<file path="src/rtl/next_pc_gen.sv">
// next_pc_gen: next-PC generation at the head of the fetch pipeline.
//
// Picks this cycle's fetch PC (recovery > rename > fetch-stage taken
// prediction > held PC), drives the I-cache read address and the per-slot
// valid mask, advances a debug serial ID, and optionally runs a wait FSM
// that requests bubbles a fixed delay after a misprediction.
//
// Ports:
//   clk, rst            clock, asynchronous active-low reset
//   stall, clear        controller stall / invalidate current group
//   intr_valid/intr_pc  interrupt redirect (enters via the PC register)
//   recov_valid/recov_pc, ren_valid/ren_pc  same-cycle redirects
//   mispred             execute-stage misprediction (wait FSM trigger)
//   fetch_valid/taken/target/pc0  fetch-stage prediction feedback
//   np_pc, np_valid     selected PC and slot valid mask
//   ic_addr             I-cache read address
//   send_bubble         bubble request from the wait FSM
//   sid                 serial ID of slot 0
module next_pc_gen #(
    parameter int               FETCH_WIDTH     = 4,
    parameter int               PC_WIDTH        = 32,
    parameter int               INSN_BYTES      = 4,
    parameter int               LINE_BYTES      = 64,
    parameter logic [PC_WIDTH-1:0] RESET_PC     = 32'h0000_1000,
    parameter bit               STOP_ON_MISPRED = 1'b0,
    parameter int               WAIT_DELAY      = 2,
    parameter int               SID_WIDTH       = 16
) (
    input  logic                          clk,
    input  logic                          rst,
    input  logic                          stall,
    input  logic                          clear,
    input  logic                          intr_valid,
    input  logic [PC_WIDTH-1:0]           intr_pc,
    input  logic                          recov_valid,
    input  logic [PC_WIDTH-1:0]           recov_pc,
    input  logic                          ren_valid,
    input  logic [PC_WIDTH-1:0]           ren_pc,
    input  logic                          mispred,
    input  logic [FETCH_WIDTH-1:0]        fetch_valid,
    input  logic [FETCH_WIDTH-1:0]        fetch_taken,
    input  logic [FETCH_WIDTH*PC_WIDTH-1:0] fetch_target,
    input  logic [PC_WIDTH-1:0]           fetch_pc0,
    output logic [PC_WIDTH-1:0]           np_pc,
    output logic [FETCH_WIDTH-1:0]        np_valid,
    output logic [PC_WIDTH-1:0]           ic_addr,
    output logic                          send_bubble,
    output logic [SID_WIDTH-1:0]          sid
);

    localparam int GROUP_BYTES = FETCH_WIDTH * INSN_BYTES;
    localparam int CNT_W       = $clog2(FETCH_WIDTH + 1);

    logic [PC_WIDTH-1:0]    pcReg;
    logic [PC_WIDTH-1:0]    pcNext;
    logic                   pcWe;
    logic                   regStall;
    logic                   beginStall;
    logic [FETCH_WIDTH-1:0] takenVec;
    logic                   predUsed;
    logic [PC_WIDTH-1:0]    predPc;
    logic [PC_WIDTH-1:0]    lineOff;
    logic [PC_WIDTH-1:0]    lineRoom;
    logic [PC_WIDTH-1:0]    step;
    logic [CNT_W-1:0]       leadOnes;
    logic [SID_WIDTH-1:0]   sidReg;

    assign beginStall = stall & ~regStall;
    assign takenVec   = fetch_valid & fetch_taken;
    // Predictions are only trusted on the first cycle of a stall or when not
    // stalled; while stalled the fetch stage is replaying stale data.
    assign predUsed   = ~regStall & (|takenVec);

    // Lowest taken slot wins: scan from the top so lower slots overwrite.
    always_comb begin
        predPc = '0;
        for (int i = FETCH_WIDTH - 1; i >= 0; i--) begin
            if (takenVec[i]) begin
                predPc = fetch_target[i*PC_WIDTH +: PC_WIDTH];
            end
        end
    end

    always_comb begin
        if (recov_valid)   np_pc = recov_pc;
        else if (ren_valid) np_pc = ren_pc;
        else if (predUsed)  np_pc = predPc;
        else                np_pc = pcReg;
    end

    // A fetch group never crosses a cache line: step only to the line end.
    assign lineOff  = np_pc & PC_WIDTH'(LINE_BYTES - 1);
    assign lineRoom = PC_WIDTH'(LINE_BYTES) - lineOff;
    assign step     = (lineRoom < PC_WIDTH'(GROUP_BYTES)) ? lineRoom : PC_WIDTH'(GROUP_BYTES);

    always_comb begin
        if (intr_valid)      pcNext = intr_pc;
        else if (beginStall) pcNext = np_pc;
        else                 pcNext = np_pc + step;
    end

    assign pcWe = intr_valid | recov_valid | ren_valid | predUsed | ~stall | beginStall;

    generate
        for (genvar gi = 0; gi < FETCH_WIDTH; gi++) begin : gen_slot_valid
            assign np_valid[gi] = ~intr_valid & ~clear &
                ((lineOff + PC_WIDTH'(gi * INSN_BYTES)) < PC_WIDTH'(LINE_BYTES));
        end
    endgenerate

    always_comb begin
        logic run;
        run      = 1'b1;
        leadOnes = '0;
        for (int i = 0; i < FETCH_WIDTH; i++) begin
            run = run & np_valid[i];
            if (run) leadOnes = leadOnes + CNT_W'(1);
        end
    end

    assign ic_addr = (stall & fetch_valid[0]) ? fetch_pc0 : np_pc;
    assign sid     = sidReg;

    always_ff @(posedge clk or negedge rst) begin
        if (!rst) begin
            pcReg    <= RESET_PC;
            regStall <= 1'b0;
            sidReg   <= SID_WIDTH'(1);
        end else begin
            regStall <= stall;
            if (pcWe) pcReg <= pcNext;
            if (~stall & ~clear) sidReg <= sidReg + SID_WIDTH'(leadOnes);
        end
    end

    typedef enum logic {PH_FETCH, PH_WAIT} phaseType;

    generate
        if (STOP_ON_MISPRED) begin : gen_wait_fsm
            phaseType   phaseReg, phaseNext;
            logic [3:0] waitCntReg, waitCntNext;

            always_ff @(posedge clk or negedge rst) begin
                if (!rst) begin
                    phaseReg   <= PH_FETCH;
                    waitCntReg <= 4'd0;
                end else begin
                    phaseReg   <= phaseNext;
                    waitCntReg <= waitCntNext;
                end
            end

            always_comb begin
                phaseNext   = phaseReg;
                waitCntNext = waitCntReg;
                case (phaseReg)
                    PH_FETCH: begin
                        if (mispred & ~recov_valid) begin
                            phaseNext   = PH_WAIT;
                            waitCntNext = 4'd0;
                        end
                    end
                    PH_WAIT: begin
                        // Further mispredicts are ignored until recovery.
                        if (recov_valid) begin
                            phaseNext = PH_FETCH;
                        end else if (waitCntReg != 4'(WAIT_DELAY)) begin
                            waitCntNext = waitCntReg + 4'd1;
                        end
                    end
                    default: phaseNext = PH_FETCH;
                endcase
            end

            assign send_bubble = (phaseReg == PH_WAIT) &
                                 (waitCntReg == 4'(WAIT_DELAY)) & ~recov_valid;
        end else begin : gen_no_wait_fsm
            logic unusedMispred;
            assign unusedMispred = mispred;
            assign send_bubble   = 1'b0;
        end
    endgenerate

endmodule

</file>
<file path="config.mk">
export PLATFORM = sky130hd
export DESIGN_NAME = next_pc_gen
export DESIGN_NICKNAME = d
export VERILOG_FILES = /design/src/rtl/next_pc_gen.sv
export SDC_FILE = /design/constraint.sdc
export NUM_CORES = 1
export LEC_CHECK = 0
export BUFFER_PORTS_ARGS = -buffer_cell sky130_fd_sc_hd__buf_2
export CORE_AREA = 4 4 137 139
export DETAILED_ROUTE_END_ITERATION = 8
export DIE_AREA = 0 0 141 143
export HOLD_SLACK_MARGIN = 0.15
export PLACE_DENSITY_LB_ADDON = 0.08
export RECOVER_POWER = 50
export SYNTH_ARGS = -nofsm -noshare
export SYNTH_HDL_FRONTEND = slang
export SYNTH_SLANG_ARGS = --single-unit
</file>
<file path="constraint.sdc">
create_clock -name clk -period 4.98 [get_ports clk]
set_input_delay 0.747 -clock clk [delete_from_list [all_inputs] [get_ports clk]]
set_output_delay 0.747 -clock clk [all_outputs]
set_load 0.005 [all_outputs]
</file>
==> run summary, run 1 <==
Number of fillers in the final layout = 1945
Mapped cell area = 0.005798 mm^2
Layout Skew = 0.003355 ns
Ys flop type = dfrtp_1
Int Power = 0.001024 W
CTS max path bufs = 2
Slowest stage delay, CP = 0.79 ns
Min Tclk post-route = 4.782 ns
CP arrival = 4.96 ns
Mean Syn Cell Area = 7.194 um^2
Compound-gate portion of the synthesized area = 38.17%
CP Launch Type = input port
FF-to-FF End = pcReg[22]
Buffers plus inverters on the worst setup path = 4
Clk pwr share = 23.3%
CP delay by family, top = simple AND/OR/NAND/NOR gates
Ports = 357
Fin nets = 1440
Net switching share of the total power = 39.22%
Drt total wl = 30250 um
Placement Setup Slack = -0.03001 ns
Share of post-route cells with drive strength above 1 = 37.36%
Critical path origin = fetch_valid[0]
Remaining antenna violation count = 0
Async set or reset register ratio after synthesis = 100.0%
Largest net degree at the start of global routing = 50
RD Place Congestion = 0.9459
Clock Sinks = 49
Max-Cap Viols = 1
Cells after Synth = 806
P&R area growth vs syn = 39.49%
DR vias/cell = 5.648
CP max-delay cell = o21ai_0
Final Cycle Share = 96.02%
CP Max Fanout = 19
Most frequent cell after synthesis = nand2_1
Vias in the first global route = 7413
Failing checks = capacitance limit, slew limit
Outcome = finished, violations left
DIE HEIGHT = 143 um
Cts bufs inserted = 5
Die span in x = 141 um
Most area-consuming cells after synthesis = dfrtp_1 (20%), a21oi_1 (6.3%), nand2_1 (5.6%), nor2_1 (5.3%), xnor2_1 (3.6%)
Worst-Margin Slew = 2.827 ns
Switching pwr = 0.0006605 W
Clock Pin Slew Worst Setup and Hold Paths = 0.07 ns
Post-synthesis simple-gate area fraction = 24.45%
Initial antenna violation count = 6
R2R cell count = 20
Pwr dens = 208.2 mW/mm^2
Post-synthesis mux area share = 1.446%
Crit-path cells = buf_2, buf_4, nand2_1, buf_4, clkbuf_1, nor2_1, a221o_1, o21ai_0, and3b_1, nand4_1, nor4_2, nor4b_4, xnor2_1, o21ai_1
WP data required = 5.16 ns
Fmax = 0.2091 GHz
Distinct cells, synth = 89
H-tree levels = 2
CTS tree = yes
Synth top area share = 20.28%
Synthesis-stage register bit count = 49
Hold Crit Class = register to register
Drt drc = 0
Slew margin rel. = -88.45%
Post-DP Area = 0.007978 mm^2
Ys Warns = 0
Unrepaired setup endpoints after global routing = no
Worst Setup End Kind = register
Largest area contributor in the netlist = dfrtp_1
1st-iter DRT viols = 764
Clock root buffer = clkbuf_16
Final setup margin = 0.1984 ns
IO buf count = 354
Comb power frac = 47.3%
Post-synthesis adder-cell area fraction = 2.072%
Most frequent cells after synthesis = nand2_1 (86), nor2_1 (82), a21oi_1 (73), dfrtp_1 (47), o21ai_0 (39)
Initial core utilization = 32.84%
Via count = 7856
R2R Path Start = regStall
Post-Synth XOR/XNOR Area = 4.985%
Hold Startpoint = sid[15]
Row count = 49
Final setup violation count = 0
CP Capture Point = pcReg[31]
Detailed Place HPWL = 24750 um
Grt total ovfl = 0
Core area = 0.01766 mm^2
IR drop worst, VDD = 0.0001308 V
Post-CTS setup buffers = 0
Tot GR Track Use = 28.28%
Final hold vios = 0
Clock latency on the worst-skew pair = 0.29 ns
LEAKAGE = 3.849 nW
Sequential cell area fraction in the yosys report = 21.19%
Largest family of logic cells by synthesized area = compound AO/OA/AOI/OAI gates
Wire per inst = 21.75 um
Final Slew Violations = 50
CP dominant cell by count = buf_4
CP Depth = 14
Sequential share of power = 29.4%
Finished Cell Area = 0.008088 mm^2
Worst setup path class = input port to register
Post-synth EDFFs = 0
First-pass DRT Iterations = 5
Die area = 0.02016 mm^2
First-pass GRT wire length = 44240 um
R2r setup slk = 0.55 ns
-- routing by layer --
metal / share of wire (%) / GRT usage (%) / wire length [um]
met3: 8.7 / 5.224 / 2627
met1: 43 / 39.34 / 13060
met4: 1.7 / 6.323 / 504
met2: 46 / 45.87 / 14020
met5: 0.11 / 0 / 34
-- cells in the final DEF, fill, tap and decap left out, types with 11 or more instances in the layout --
master and count:
o21ai_0 41, xnor2_1 24, clkbuf_1 18, a31oi_1 12, a221oi_1 12, a22oi_1 16
inv_1 26, o22ai_1 31, buf_2 338, nor3_1 27, and3_1 15, o31ai_1 11
buf_4 49, o21ai_1 12, nand3_1 22, nor2_1 83, a21oi_1 73, and2_1 12
nand2_1 86, dfrtp_1 47
-- sequential cells by signal, summed over array words and instances (netlist names) --
name and cells:
sid 16, regStall 1, pcReg 32
-- cell families after synthesis --
family | after synthesis
adder cells (fa/ha/maj) | 9
AO/OA/AOI/OAI | 319
other | 1
AND/OR/NAND/NOR | 290
buffers and inverters | 97
multiplexers | 8
flip-flops | 49
XOR/XNOR | 33
-- power by group through the flow --
stage | sequential [W] | clock (W) | combinational (W)
after floorplan | 0.000491 | 0 | 0.000429
after global placement | 0.000503 | 0 | 0.000797
after detailed placement | 0.000502 | 0 | 0.000798
after CTS | 0.000495 | 0.000398 | 0.000803
after global routing | 0.000502 | 0.000412 | 0.000878
final | 0.000495 | 0.000393 | 0.000796
-- worst min-delay path by stage --
stage                to  cells after the start  slack (ns)
3_3_place_gp    sid[15]                      1        0.47
3_5_place_dp    sid[15]                      1        0.46
4_1_cts         sid[15]                      1        0.47
5_1_grt         sid[15]                      1        0.49
6_report        sid[15]                      1        0.48
2_1_floorplan  pcReg[0]                      0        0.45
-- area by class of cell --
cell class,instances,area (um^2),share of cell area (%)
multi-input combinational,661,4116,50.90
timing repair buffer,409,2160,26.70
sequential,49,1229,15.19
tap,229,286.5,3.543
inverter,33,128.9,1.593
clock buffer,5,125.1,1.547
clock inverter,2,35.03,0.4332
antenna,3,7.507,0.09282
-- worst register-to-register path: stages (launching register included) --
cell,delay [ns]
dfrtp_1,0.47
inv_1,0.18
o21ai_4,0.11
a31oi_1,0.37
a21o_2,0.27
ha_1,0.22
inv_1,0.07
or3_1,0.40
o21ai_2,0.14
nand3_1,0.13
nor2_1,0.16
a21o_1,0.11
ha_1,0.17
a21o_1,0.17
o32a_1,0.15
nand4_1,0.12
a21oi_1,0.26
buf_12,0.18
o21ai_1,0.08
or4_1,0.40
a31oi_1,0.19
-- per-stage QoR --
step                      std cells  total power [W]  util (%)  setup TNS, ns  hold slack, ns
after CTS                      1388         0.001696     46.09              0          0.4750
final                          1391         0.001684     45.81              0          0.4753
after global placement         1381         0.001300     45.18              0          0.4666
after global routing           1391         0.001792     45.81              0          0.4904
after detailed placement       1381         0.001299     45.18       -0.03001          0.4606
after floorplan                 807        0.0009204         -              0          0.4460
-- repair_timing --
item / in CTS / in global routing
resized for setup: 0 / 1
hold buffers: 0 / 0
endpoints found under the setup margin: 0 / 2
Note: power is estimated with default switching activity, not from simulation.
==> run 2: changes to the inputs <==
- CORE_AREA: 4 4 137 139 -> 2 2 139 141
- SLEW_MARGIN: default -> 20
==> run summary, run 2 (synthesis results as in run 1) <==
Outcome = finished, violations left
Failing checks = capacitance limit, slew limit
LEAKAGE = 3.811 nW
Largest net degree at the start of global routing = 50
Row count = 50
Drt drc = 0
Clock latency on the worst-skew pair = 0.30 ns
Layout Skew = 0.009895 ns
Initial core utilization = 31.21%
RD Place Congestion = 0.9123
CP Max Fanout = 11
Drt total wl = 29190 um
Max reg flops = 32
Tot GR Track Use = 27.51%
Largest Register = pcReg
DR vias/cell = 5.546
Core area = 0.01858 mm^2
Number of fillers in the final layout = 2034
Finished Cell Area = 0.008043 mm^2
IO buf count = 354
Die area = 0.02016 mm^2
Final setup violation count = 0
Clk pwr share = 21.4%
Comb power frac = 48.1%
Pwr dens = 202.6 mW/mm^2
Final Slew Violations = 50
Ports = 357
CP max-delay cell = or3_1
Remaining antenna violation count = 0
Cts bufs inserted = 5
Clock Pin Slew Worst Setup and Hold Paths = 0.07 ns
Sequential share of power = 30.5%
Final hold vios = 0
Detailed Place HPWL = 23780 um
CP arrival = 4.98 ns
Hold Crit Class = register to register
Wire per inst = 20.92 um
Max-Cap Viols = 1
Worst setup path class = input port to register
Fmax = 0.2100 GHz
CP Launch Type = input port
1st-iter DRT viols = 631
Grt total ovfl = 0
Switching pwr = 0.0006572 W
Most common cell after layout, fill and taps aside = buf_2
CTS tree = yes
H-tree levels = 2
WP data required = 5.20 ns
Post-CTS setup buffers = 0
First-pass GRT wire length = 42660 um
Die span in x = 141 um
Worst-Margin Slew = 2.846 ns
Net switching share of the total power = 40.33%
DIE HEIGHT = 143 um
Min Tclk post-route = 4.761 ns
Via count = 7736
Initial antenna violation count = 7
Share of post-route cells with drive strength above 1 = 37.18%
Clock root buffer = clkbuf_16
Most frequent cells in the layout = buf_2 (337), nand2_1 (86), nor2_1 (82)
P&R area growth vs syn = 38.71%
Unrepaired setup endpoints after global routing = no
Post-DP Area = 0.007926 mm^2
Resize count post-CTS = 0
Worst Setup End Kind = register
Final Cycle Share = 95.60%
Crit-path cells = clkbuf_1, a22o_1, o21ai_4, a31oi_1, a21o_2, ha_1, inv_1, or3_1, o21ai_2, nand3_1, nor2_1, a21o_1, ha_1, a21o_1, o32a_1, nand4_1, a21oi_1, buf_4, o21ai_1, or4_1, a31oi_1
Hold buffer count at CTS = 0
Setup_tns = 0 ns
CTS max path bufs = 2
Slew margin rel. = -89.72%
Fin nets = 1434
Buffers plus inverters on the worst setup path = 3
Vias in the first global route = 7211
IR drop worst, VDD = 0.0001407 V
Clock Sinks = 49
CP delay by family, top = compound AO/OA/AOI/OAI gates
Slowest stage delay, CP = 0.44 ns
First-pass DRT Iterations = 5
Int Power = 0.0009724 W
[run 2: area by class of cell]
type                            count  area (um^2)  area share (%)
Multi-Input combinational cell    661         4124           51.28
Clock buffer                        6        128.9           1.602
Sequential cell                    49         1229           15.28
Inverter                           33        128.9           1.602
Clock inverter                      2        13.76          0.1711
Timing Repair Buffer              403         2108           26.21
Antenna cell                        7        17.52          0.2178
Tap cell                          234        292.8           3.640
[run 2: per-stage QoR]
stage | setup WS, ns | cells | power (W) | utilization (%) | hold slack, ns
after floorplan | 0.5551 | 807 | 0.0009204 | - | 0.4460
after global placement | 0.06643 | 1380 | 0.001289 | 42.66 | 0.4650
after detailed placement | 0.06745 | 1380 | 0.001288 | 42.66 | 0.4710
after CTS | 0.3398 | 1388 | 0.001641 | 43.43 | 0.4881
after global routing | 0.03392 | 1391 | 0.001740 | 43.23 | 0.5180
final | 0.2191 | 1395 | 0.001630 | 43.29 | 0.4774
[run 2: path summary, 6_finish.rpt]
check                      slack [ns]           start  cells past startpoint   endpoint
setup / recovery                 0.22  fetch_valid[0]                     21  pcReg[22]
hold / removal                   0.48         sid[15]                      1    sid[15]
setup reg to reg                 0.60        regStall                     20  pcReg[22]
hold reg to reg                  0.48         sid[15]                      1    sid[15]
max in group asynchronous        1.90             rst                      2  pcReg[17]
min in group asynchronous        1.46             rst                      2    sid[15]
[run 2: layer usage]
metal  track usage, %  up-vias  wire [um]
li1                 -     3731          -
met1            36.69     3583      12470
met2            45.91      380      13490
met3            5.030       42       2504
met4            7.421        0        719
met5                0        -          0
[run 2: power by group through the flow]
| stage | clock network [W] | registers, W | logic (W) |
|---|---|---|---|
| 2_1_floorplan | 0 | 0.000491 | 0.000429 |
| 3_3_place_gp | 0 | 0.000506 | 0.000784 |
| 3_5_place_dp | 0 | 0.000505 | 0.000783 |
| 4_1_cts | 0.000355 | 0.000497 | 0.000789 |
| 5_1_grt | 0.000376 | 0.000504 | 0.000860 |
| 6_report | 0.000348 | 0.000497 | 0.000784 |
